--- src/rtl/timer_pkg.sv ---
// Shared types and constants for the countdown-timer control slice.
// Imported by timer_ctrl and its testbench.
package timer_pkg;

    localparam int TIME_W      = 6;
    localparam int LOAD_CYCLES = 2;
    localparam int LOAD_W      = (LOAD_CYCLES > 1) ? $clog2(LOAD_CYCLES) : 1;

    typedef enum logic [2:0] {
        ST_IDLE    = 3'd0,
        ST_LOADING = 3'd1,
        ST_READY   = 3'd2,
        ST_RUNNING = 3'd3,
        ST_PAUSED  = 3'd4,
        ST_ALARM   = 3'd5
    } state_t;

endpackage

--- src/rtl/btn_edge.sv ---
// Rising-edge detector for one push-button level, one request per press.
// With TIMER_CTRL_SYNC_EN defined the button first passes a 2-flop synchronizer.
module btn_edge (
    input  logic clk,
    input  logic reset,
    input  logic i_btn,
    output logic o_rise
);

    logic w_level;
    logic r_prev;

`ifdef TIMER_CTRL_SYNC_EN
    logic [1:0] r_sync;

    always_ff @(posedge clk or negedge reset) begin
        if (!reset) begin
            r_sync <= '0;
        end else begin
            r_sync <= {r_sync[0], i_btn};
        end
    end

    assign w_level = r_sync[1];
`else
    assign w_level = i_btn;
`endif

    always_ff @(posedge clk or negedge reset) begin
        if (!reset) begin
            r_prev <= 1'b0;
        end else begin
            r_prev <= w_level;
        end
    end

    assign o_rise = w_level & ~r_prev;

endmodule

--- src/rtl/timer_ctrl.sv ---
// Button-driven control FSM for a 6-bit countdown timer: load/run strobes and alarm.
// Define TIMER_CTRL_SYNC_EN to synchronize the buttons (adds 2 cycles of latency).
module timer_ctrl
    import timer_pkg::*;
#(
    parameter int TICK_DIV    = 50_000_000,
    parameter int ALARM_TICKS = 5
) (
    input  logic              clk,
    input  logic              reset,
    input  logic              btn_load,
    input  logic              btn_start,
    input  logic              btn_stop,
    input  logic              done,
    input  logic [TIME_W-1:0] time_left,
    output logic              load,
    output logic              run,
    output logic              alarm,
    output logic [2:0]        state
);

    localparam int TICK_W  = $clog2(TICK_DIV);
    localparam int ALARM_W = $clog2(ALARM_TICKS + 1);
    localparam logic [TICK_W-1:0]  TICK_LAST  = TICK_W'(TICK_DIV - 1);
    localparam logic [ALARM_W-1:0] ALARM_LAST = ALARM_W'(ALARM_TICKS - 1);
    localparam logic [LOAD_W-1:0]  LOAD_LAST  = LOAD_W'(LOAD_CYCLES - 1);

    state_t              r_state;
    state_t              w_next;
    logic [TICK_W-1:0]   r_tick;
    logic [ALARM_W-1:0]  r_alarmCnt;
    logic [LOAD_W-1:0]   r_loadCnt;
    logic                r_load;
    logic                r_run;
    logic                r_alarm;
    logic                w_loadNxt;
    logic                w_runNxt;
    logic                w_alarmNxt;
    logic                w_loadRise;
    logic                w_startRise;
    logic                w_stopRise;
    logic                w_loadReq;
    logic                w_stopReq;
    logic                w_startReq;
    logic                w_tickWrap;
    logic                w_loadDone;
    logic                w_alarmDone;

    btn_edge u_loadEdge  (.clk(clk), .reset(reset), .i_btn(btn_load),  .o_rise(w_loadRise));
    btn_edge u_startEdge (.clk(clk), .reset(reset), .i_btn(btn_start), .o_rise(w_startRise));
    btn_edge u_stopEdge  (.clk(clk), .reset(reset), .i_btn(btn_stop),  .o_rise(w_stopRise));

    // Simultaneous presses resolve as load > stop > start.
    assign w_loadReq  = w_loadRise;
    assign w_stopReq  = w_stopRise & ~w_loadRise;
    assign w_startReq = w_startRise & ~w_loadRise & ~w_stopRise;

    assign w_tickWrap  = (r_tick == TICK_LAST);
    assign w_loadDone  = (r_loadCnt == LOAD_LAST);
    assign w_alarmDone = w_tickWrap && (r_alarmCnt == ALARM_LAST);

    always_ff @(posedge clk or negedge reset) begin
        if (!reset) begin
            r_state <= ST_IDLE;
            r_load  <= 1'b0;
            r_run   <= 1'b0;
            r_alarm <= 1'b0;
        end else begin
            r_state <= w_next;
            r_load  <= w_loadNxt;
            r_run   <= w_runNxt;
            r_alarm <= w_alarmNxt;
        end
    end

    always_comb begin
        w_next = r_state;
        case (r_state)
            ST_IDLE: begin
                if (w_loadReq) w_next = ST_LOADING;
            end
            ST_LOADING: begin
                if (w_loadDone) w_next = ST_READY;
            end
            ST_READY: begin
                if (w_loadReq)                                  w_next = ST_LOADING;
                else if (w_startReq && (time_left != '0))       w_next = ST_RUNNING;
            end
            ST_RUNNING: begin
                if (w_loadReq)      w_next = ST_LOADING;
                else if (w_stopReq) w_next = ST_PAUSED;
                else if (done)      w_next = ST_ALARM;
            end
            ST_PAUSED: begin
                if (w_loadReq)       w_next = ST_LOADING;
                else if (w_startReq) w_next = ST_RUNNING;
            end
            ST_ALARM: begin
                if (w_loadReq)                     w_next = ST_LOADING;
                else if (w_stopReq || w_alarmDone) w_next = ST_IDLE;
            end
            default: w_next = ST_IDLE;
        endcase
    end

    // A wrap that coincides with leaving RUNNING is dropped so run never overlaps load or PAUSED.
    always_comb begin
        w_loadNxt  = (w_next == ST_LOADING);
        w_runNxt   = (r_state == ST_RUNNING) && (w_next == ST_RUNNING) && w_tickWrap;
        w_alarmNxt = (w_next == ST_ALARM);
    end

    // Tick restarts on ALARM entry so the alarm lasts exactly ALARM_TICKS full strobe periods.
    always_ff @(posedge clk or negedge reset) begin
        if (!reset) begin
            r_tick <= '0;
        end else if ((w_next == ST_LOADING) || (r_state == ST_READY) ||
                     ((r_state == ST_RUNNING) && (w_next == ST_ALARM))) begin
            r_tick <= '0;
        end else if ((r_state == ST_RUNNING) || (r_state == ST_ALARM)) begin
            r_tick <= w_tickWrap ? '0 : r_tick + TICK_W'(1);
        end
    end

    always_ff @(posedge clk or negedge reset) begin
        if (!reset) begin
            r_alarmCnt <= '0;
            r_loadCnt  <= '0;
        end else begin
            if (r_state != ST_ALARM) begin
                r_alarmCnt <= '0;
            end else if (w_tickWrap) begin
                r_alarmCnt <= r_alarmCnt + ALARM_W'(1);
            end
            r_loadCnt <= ((r_state == ST_LOADING) && !w_loadDone) ? r_loadCnt + LOAD_W'(1) : '0;
        end
    end

    assign load  = r_load;
    assign run   = r_run;
    assign alarm = r_alarm;
    assign state = r_state;

endmodule

--- config.mk ---
export PLATFORM = sky130hd
export DESIGN_NAME = timer_ctrl
export DESIGN_NICKNAME = d
export VERILOG_FILES = /design/src/rtl/timer_pkg.sv /design/src/rtl/btn_edge.sv /design/src/rtl/timer_ctrl.sv
export SDC_FILE = /design/constraint.sdc
export NUM_CORES = 1
export LEC_CHECK = 0
export CAP_MARGIN = 20
export CORE_MARGIN = 1
export CORE_UTILIZATION = 23
export CTS_CLUSTER_DIAMETER = 150
export DETAILED_ROUTE_END_ITERATION = 16
export PLACE_DENSITY = 0.41
export REMOVE_ABC_BUFFERS = 1
export SYNTH_ARGS = -nofsm -noshare
export SYNTH_HDL_FRONTEND = slang
export SYNTH_SLANG_ARGS = --single-unit
--- constraint.sdc ---
create_clock -name clk -period 6.09 [get_ports clk]
set_input_delay 0.609 -clock clk [delete_from_list [all_inputs] [get_ports clk]]
set_output_delay 0.609 -clock clk [all_outputs]
set_load 0.1 [all_outputs]
==> results of run 1 <==
cells by family (layout without fill, tap and decap cells):
kind of cell,Yosys count,in the layout,share of synthesized area (%)
buffers and inverters,19,34,4.468
AO/OA/AOI/OAI,62,62,20.71
XOR/XNOR,5,5,1.908
multiplexers,1,1,0.4360
AND/OR/NAND/NOR,117,117,28.34
adder cells (fa/ha/maj),3,3,1.635
flip-flops,39,39,42.51
flip-flops by register name (all words and copies together) (netlist names):
| signal | count |
|---|---|
| alarm | 1 |
| state | 3 |
| load | 1 |
| r_alarmCnt | 3 |
| r_loadCnt | 1 |
| u_startEdge.r_prev | 1 |
| run | 1 |
| u_loadEdge.r_prev | 1 |
| r_tick | 26 |
| u_stopEdge.r_prev | 1 |
cell type report:
cell class	instances	area, um^2	area share (%)
timing repair buffer	20	195.2	7.202
clock buffer	6	72.57	2.678
clock inverter	2	60.06	2.216
multi-input combinational	188	1217	44.92
tap	133	166.4	6.140
sequential	39	975.9	36.01
inverter	6	22.52	0.8310
how the worst max path moves through the flow:
stage | startpoint | end | depth (start not counted)
2_1_floorplan | state[0]$_DFF_PN0_ | r_tick[3]$_DFFE_PN0P_ | 5
3_3_place_gp | btn_load | r_tick[4]$_DFFE_PN0P_ | 9
3_5_place_dp | btn_load | r_tick[6]$_DFFE_PN0P_ | 9
4_1_cts | r_tick[0]$_DFFE_PN0P_ | r_tick[6]$_DFFE_PN0P_ | 7
5_1_grt | btn_load | r_tick[6]$_DFFE_PN0P_ | 9
6_report | state[0]$_DFF_PN0_ | state[0] | 1
worst register-to-register path, cell delays in order (launching register included):
cell	delay (ns)
dfrtp_1	0.42
ha_1	0.26
and3_1	0.22
nand3_1	0.12
or2_1	0.27
and2_1	0.51
buf_8	0.24
o21ai_0	0.11
a311oi_1	0.29
routing by layer:
layer | vias up | share of wire [%]
li1 | 945 | -
met1 | 946 | 50
met2 | 35 | 46
met3 | 5 | 2.8
met4 | 0 | 0.77
met5 | - | 0
layout by cell type (no fill, tap or decap), drive strengths merged, types with 2 or more instances in the layout:
cell	Yosys	routed
o211a	4	4
nand4	3	3
clkbuf	4	6
a21oi	14	14
clkdlybuf4s50	0	16
xnor2	3	3
a41oi	2	2
o21bai	2	2
a22oi	2	2
dfrtp	39	39
and3	5	5
nor3b	2	2
bufinv	0	2
nand2	28	28
nand3	14	14
nor2b	5	5
nand2b	4	4
and2	2	2
ha	3	3
a311oi	16	16
buf	9	4
inv	6	6
o21ai	7	7
a31oi	7	7
and4	3	3
nor4b	3	3
or4	2	2
nor2	23	23
nor3	15	15
xor2	2	2
nand4b	2	2
power by group:
part,total [mW],internal [mW],switching (mW)
clock,0.266,0.164,0.102
combinational,0.456,0.122,0.334
sequential,0.314,0.280,0.0338
total,1.04,0.566,0.469
==> impl_results.md, run 1 <==
* Outcome: finished clean
* Largest net degree at the start of global routing at 40
* DIE AREA at around 0.010 mm^2
* Core ar. at slightly below 0.01 mm^2
* Clock Pin Slew Worst Setup and Hold Paths at roughly 0.09 ns
* Hold Violations, Final at 0
* Setup Fix Bufs, Post-CTS at 0
* Routed length per instance at about 15 um
* DR vias/cell at roughly 4.9
* YS warnings at 0
* EDFF count, synth at 0
* Tcrit/Tclk final at 44.31%
* Die H at 101.9 um
* Final WS setup at between 3 and 4 ns
* Syn Inst Count at around 250
* Critical Path Max Stage Delay at around 1.2 ns
* M1 GR Usage at 17.11%
* Initial antenna violation count at 0
* Critical Path RT at 5.48 ns
* Routability cong. at between 0.7 and 0.8
* Clock skew at 0.01246 ns
* Final-stage net count at between 200 and 300
* CTS Root Cell: clkbuf_8
* Post-synth top area share at around 43%
* Final WL at a little under 6000 um
* Asr flop ratio synth at 100.0%
* Top-count cell post-synth: dfrtp_1
* Max clock buf depth at 2
* Met3 usage at under 10%
* Routed Antenna Nets at 0
* Clk_lat worst skew at 0.30 ns
* Worst R2R Start: r_tick[0]$_DFFE_PN0P_
* CP endpoint kind: primary output
* GR Util met2 at just over 20%
* Slew HR at between 30% and 40%
* Pre-antenna DRT Iters at 4
* DPL Wire Length at 3868 um
* Post-synthesis sequential area ratio at around 43%
* Leading area contributor after synthesis: dfrtp_1
* TritonCTS sink count at 39
* Layout fillers at 1067
* Power Density at roughly 380 mW/mm^2
* Worst Path Buf+Inv at 1
* Post-synth cell types at 52
* Worst r2r path cells at 8
* Crit-path slowest cell: clkdlybuf4s50_1
* Hold WC Path Type: primary input to async pin
* Placed Instances at a little under 400
* Max VDD drop at 0.0003201 V
* Top area cells in the synthesized netlist: dfrtp_1, a311oi_1, nand2_1
* Tmin final at 2.698 ns
* Post-route insts no fill at 394
* Static leakage at roughly 0.99 nW
* Crit path DAT at around 2.1 ns
* Area of the mapped netlist at 0.002296 mm^2
* DP Area at roughly 0.0026 mm^2
* Reg-to-reg setup timing slack at roughly 3.6 ns
* Die Width at between 100 and 150 um
* H-tree lvl count at 2
* Num rows at 36
* Pre-CTS WS at 3.099 ns
* Vias in the first global route at 1962
* Crit-path max FO at 12
* Critical path class: register to primary output
* Total CTS buffers at 5
* Drt first-iter violations at 50
* CP delay by family, top: buffers and inverters
* Critical path startpoint category: register
* Ys flop type: dfrtp_1
* FF-to-FF End: r_tick[6]$_DFFE_PN0P_
* Routed vias at between 1500 and 2000
* Final setup vio count at 0
* Fin Hold WS at 0.4408 ns
* Setup_tns at 0 ns
* Max Cap Viol at 0
* Worst-margin pin slew at 0.9737 ns
* Total I/O pin count at 18
* Starting Density at around a quarter
* Fmax at 370.6 MHz
* Fraction of layout instances using a drive strength above 1 at a little under a tenth
* Cts hold-fix bufs at 0
* Most used routing layer: met2
* TritonCTS clock tree: built
* RSZ-0062 raised after global routing: false
* GRT Overall Usage at between 10% and 20%
* Port Buffers at 17
* Final Cell Area at approximately 0.0027 mm^2
* Post-Route Utilization at between 20% and 30%
* Syn Area/Cell at slightly above 9 um^2
* Post-synth top cells: dfrtp_1, nand2_1, nor2_1, a311oi_1, nand3_1
* Post-CTS Resized at 0
* Area delta synth->final at 18.04%
* First-pass GRT wire length at ~10000 um
* Drc violations at 0
* #FFs+latches synth at 39
* Critical-path cell list: clkdlybuf4s50_1
* Total gr overflow at 0
* Inserted Diodes at 0
* Max Transition Viols Final at 0
* Design Power at just over 1 mW
(Power assumes the default switching activity.)
==> run 2: changes to the inputs <==
==> constraint.sdc (replaced) <==
create_clock -name clk -period 2.8 [get_ports clk]
set_input_delay 0.28 -clock clk [delete_from_list [all_inputs] [get_ports clk]]
set_output_delay 0.28 -clock clk [all_outputs]
set_load 0.1 [all_outputs]
==> run 2 against run 1 <==
Die area did not move. First-iteration DRC count rose by 86%. Register-to-register slack got worse by 3.1 ns. Flip-flop and latch count did not move. Hold slack got worse by 0.33 ns. Core utilization barely moved. Sequential share of layout area barely moved. Critical path depth rose by 6. Non-clock buffer count rose by 6. Global-route usage rose by 0.30 points. Design area fell by 0.14%. Largest cell class unchanged.
==> impl_results.md, run 2 (synthesized netlist as in run 1, its figures left out) <==
* Worst R2R Start: r_tick[9]$_DFFE_PN0P_
* DPL Wire Length at 4037 um (+4.4%)
* Logic gate share of total power at 49.6% (+5.6 points)
* Routed Antenna Nets at 0 (unchanged)
* Clk_lat worst skew at 0.30 ns (about the same)
* Clock Pin Slew Worst Setup and Hold Paths at 0.08 ns (about the same)
* Commonest non-fill, non-tap cell in the layout: dfrtp_1
* RSZ-0062 raised after global routing: false
* Fin Hold WS at 0.1148 ns (-0.3260 ns)
* GRT Overall Usage at 12.82% (+0.30 points)
* Initial antenna violation count at 0 (unchanged)
* Total gr overflow at 0 (unchanged)
* CTS Root Cell: clkbuf_8
* Core ar. at 0.009729 mm^2 (unchanged)
* DR vias/cell at 4.873 (-0.58%)
* Routed vias at 1949 (+0.93%)
* Outcome: finished clean
* Routed length per instance at 14.61 um (-1.8%)
* Critical path startpoint category: register
* Worst-margin pin slew at 0.9213 ns (-0.05244 ns)
* Psw at 1.014 mW (+120%)
* Final setup vio count at 0 (unchanged)
* Die Width at 101.9 um (unchanged)
* Crit-path max FO at 26 (+14)
* Starting Density at 23.60% (unchanged)
* Max reg flops at 26 (unchanged)
* Fmax at roughly 430 MHz
* Routability cong. at 0.7645 (+1.5%)
* Most frequent cells in the layout: dfrtp_1, nand2_1, nor2_1
* H-tree lvl count at 2 (unchanged)
* Num rows at 36 (unchanged)
* Power Density at 786.6 mW/mm^2 (+110%)
* Post-Route Utilization at 27.82% (-0.038 points)
* FF-to-FF End: r_tick[4]$_DFFE_PN0P_
* Setup crit end: r_tick[4]$_DFFE_PN0P_
* Pre-antenna DRT Iters at 4 (unchanged)
* Total I/O pin count at 18 (unchanged)
* Clk network pwr share at 18.3% (-7.4 points)
* Sequential power share at 32.1% (+1.8 points)
* DIE AREA at 0.01039 mm^2 (unchanged)
* Final-stage net count at 281 (+2.2%)
* Hold WC Path Type: primary input to async pin
* Critical path class: register to register
* Static leakage at 1.013 nW (+2.2%)
* Fraction of layout instances using a drive strength above 1 at 13.48% (+3.9 points)
* Sw Ratio at 47.63% (+2.3 points)
* Crit path DAT at 2.47 ns (+0.38 ns)
* Critical Path RT at 2.95 ns (-2.53 ns)
* Worst r2r path cells at 7 (-1)
* Max VDD drop at 0.0006473 V (+100%)
* Area delta synth->final at 17.87%
* Slew HR at 38.58% (+3.7 points)
* Total CTS buffers at 5 (unchanged)
* TritonCTS clock tree: built
* Drc violations at 0 (unchanged)
* Final WS setup at 0.4782 ns (-2.914 ns)
* Max Transition Viols Final at 0 (unchanged)
* CP endpoint kind: register
* Largest net degree at the start of global routing at 40 (unchanged)
* Tcrit/Tclk final at 82.92%
* Inserted Diodes at 0 (unchanged)
* Max Cap Viol at 0 (unchanged)
* Cts hold-fix bufs at 0 (unchanged)
* Crit path launch: r_tick[9]$_DFFE_PN0P_
* Pre-CTS WS at 0.3942 ns (-2.705 ns)
* Hold Violations, Final at 0 (unchanged)
* Setup Fix Bufs, Post-CTS at 0 (unchanged)
* Tmin final at between 2 and 2.5 ns
* Port Buffers at 17 (unchanged)
* Clock skew at 0.004078 ns (-0.008379 ns)
* First-pass GRT wire length at 10210 um (+1.7%)
* Reg with most FFs: r_tick
* TritonCTS sink count at 39 (unchanged)
* Final WL at 5844 um (-0.27%)
* Drt first-iter violations at 93 (+86%)
* Max clock buf depth at 2 (unchanged)
* Vias in the first global route at 2003 (+2.1%)
* Reg-to-reg setup timing slack at 0.48 ns (-3.09 ns)
* Design Power at 2.129 mW (+110%)
* Post-CTS Resized at 0 (unchanged)
* Int Power at 1.115 mW (+97%)
* Die H at 101.9 um (unchanged)
run 2: cell types whose count changed in the layout (fill, tap and decap cells not counted), sizes merged:
cell,change
clkdlybuf4s50,-6
bufinv,-2
buf,+12
clkbuf,+1
clkinv,+1
run 2: per-stage QoR:
| stage | area (um^2) | instances | TNS, ns |
|---|---|---|---|
| 6_report | 2706 | 400 | 0 |
| 5_1_grt | 2706 | 400 | 0 |
| 4_1_cts | 2706 | 400 | 0 |
| 3_5_place_dp | 2625 | 392 | 0 |
| 3_3_place_gp | 2625 | 392 | 0 |
| 2_1_floorplan | 2216 | 233 | -3.418 |
run 2: per-layer routing:
metal | global-route usage, % | wire, um | up-vias
li1 | - | - | 964
met2 | 21.05 | 2727 | 43
met1 | 17.08 | 2834 | 935
met4 | 3.626 | 59 | 0
met3 | 2.668 | 223 | 7
met5 | 0 | 0 | -
run 2: cell type report:
class	count	area [um^2]
multi-input combinational	188	1217
timing repair buffer	26	242.7
clock buffer	7	76.32
clock inverter	1	5.005
sequential	39	975.9
inverter	6	22.52
tap	133	166.4
fill	1092	7023
run 2: worst min path at each step:
| stage | end | cells past startpoint | startpoint |
|---|---|---|---|
| 5_1_grt | r_tick[18]$_DFFE_PN0P_ | 1 | reset |
| 4_1_cts | r_tick[10]$_DFFE_PN0P_ | 1 | reset |
| 6_report | r_tick[10]$_DFFE_PN0P_ | 1 | reset |
| 3_3_place_gp | r_loadCnt$_DFF_PN0_ | 1 | r_loadCnt$_DFF_PN0_ |
| 3_5_place_dp | r_loadCnt$_DFF_PN0_ | 1 | r_loadCnt$_DFF_PN0_ |
| 2_1_floorplan | alarm$_DFF_PN0_ | 0 | reset |
run 2: worst max-delay path: stages (launching register included):
cell and delay, ns:
dfrtp_1 0.49, nor4b_2 0.32, nand4b_1 0.24, nor3_2 0.31
o32ai_2 0.16, a311oi_4 0.35, buf_12 0.23, a311oi_1 0.07
run 2: power groups by stage:
stage / clock network [mW] / registers (mW) / logic (mW)
2_1_floorplan: 0 / 0.872 / 0.468
3_5_place_dp: 0 / 0.693 / 1.07
5_1_grt: 0.430 / 0.692 / 1.15
4_1_cts: 0.405 / 0.683 / 1.07
6_report: 0.389 / 0.683 / 1.06
3_3_place_gp: 0 / 0.695 / 1.08
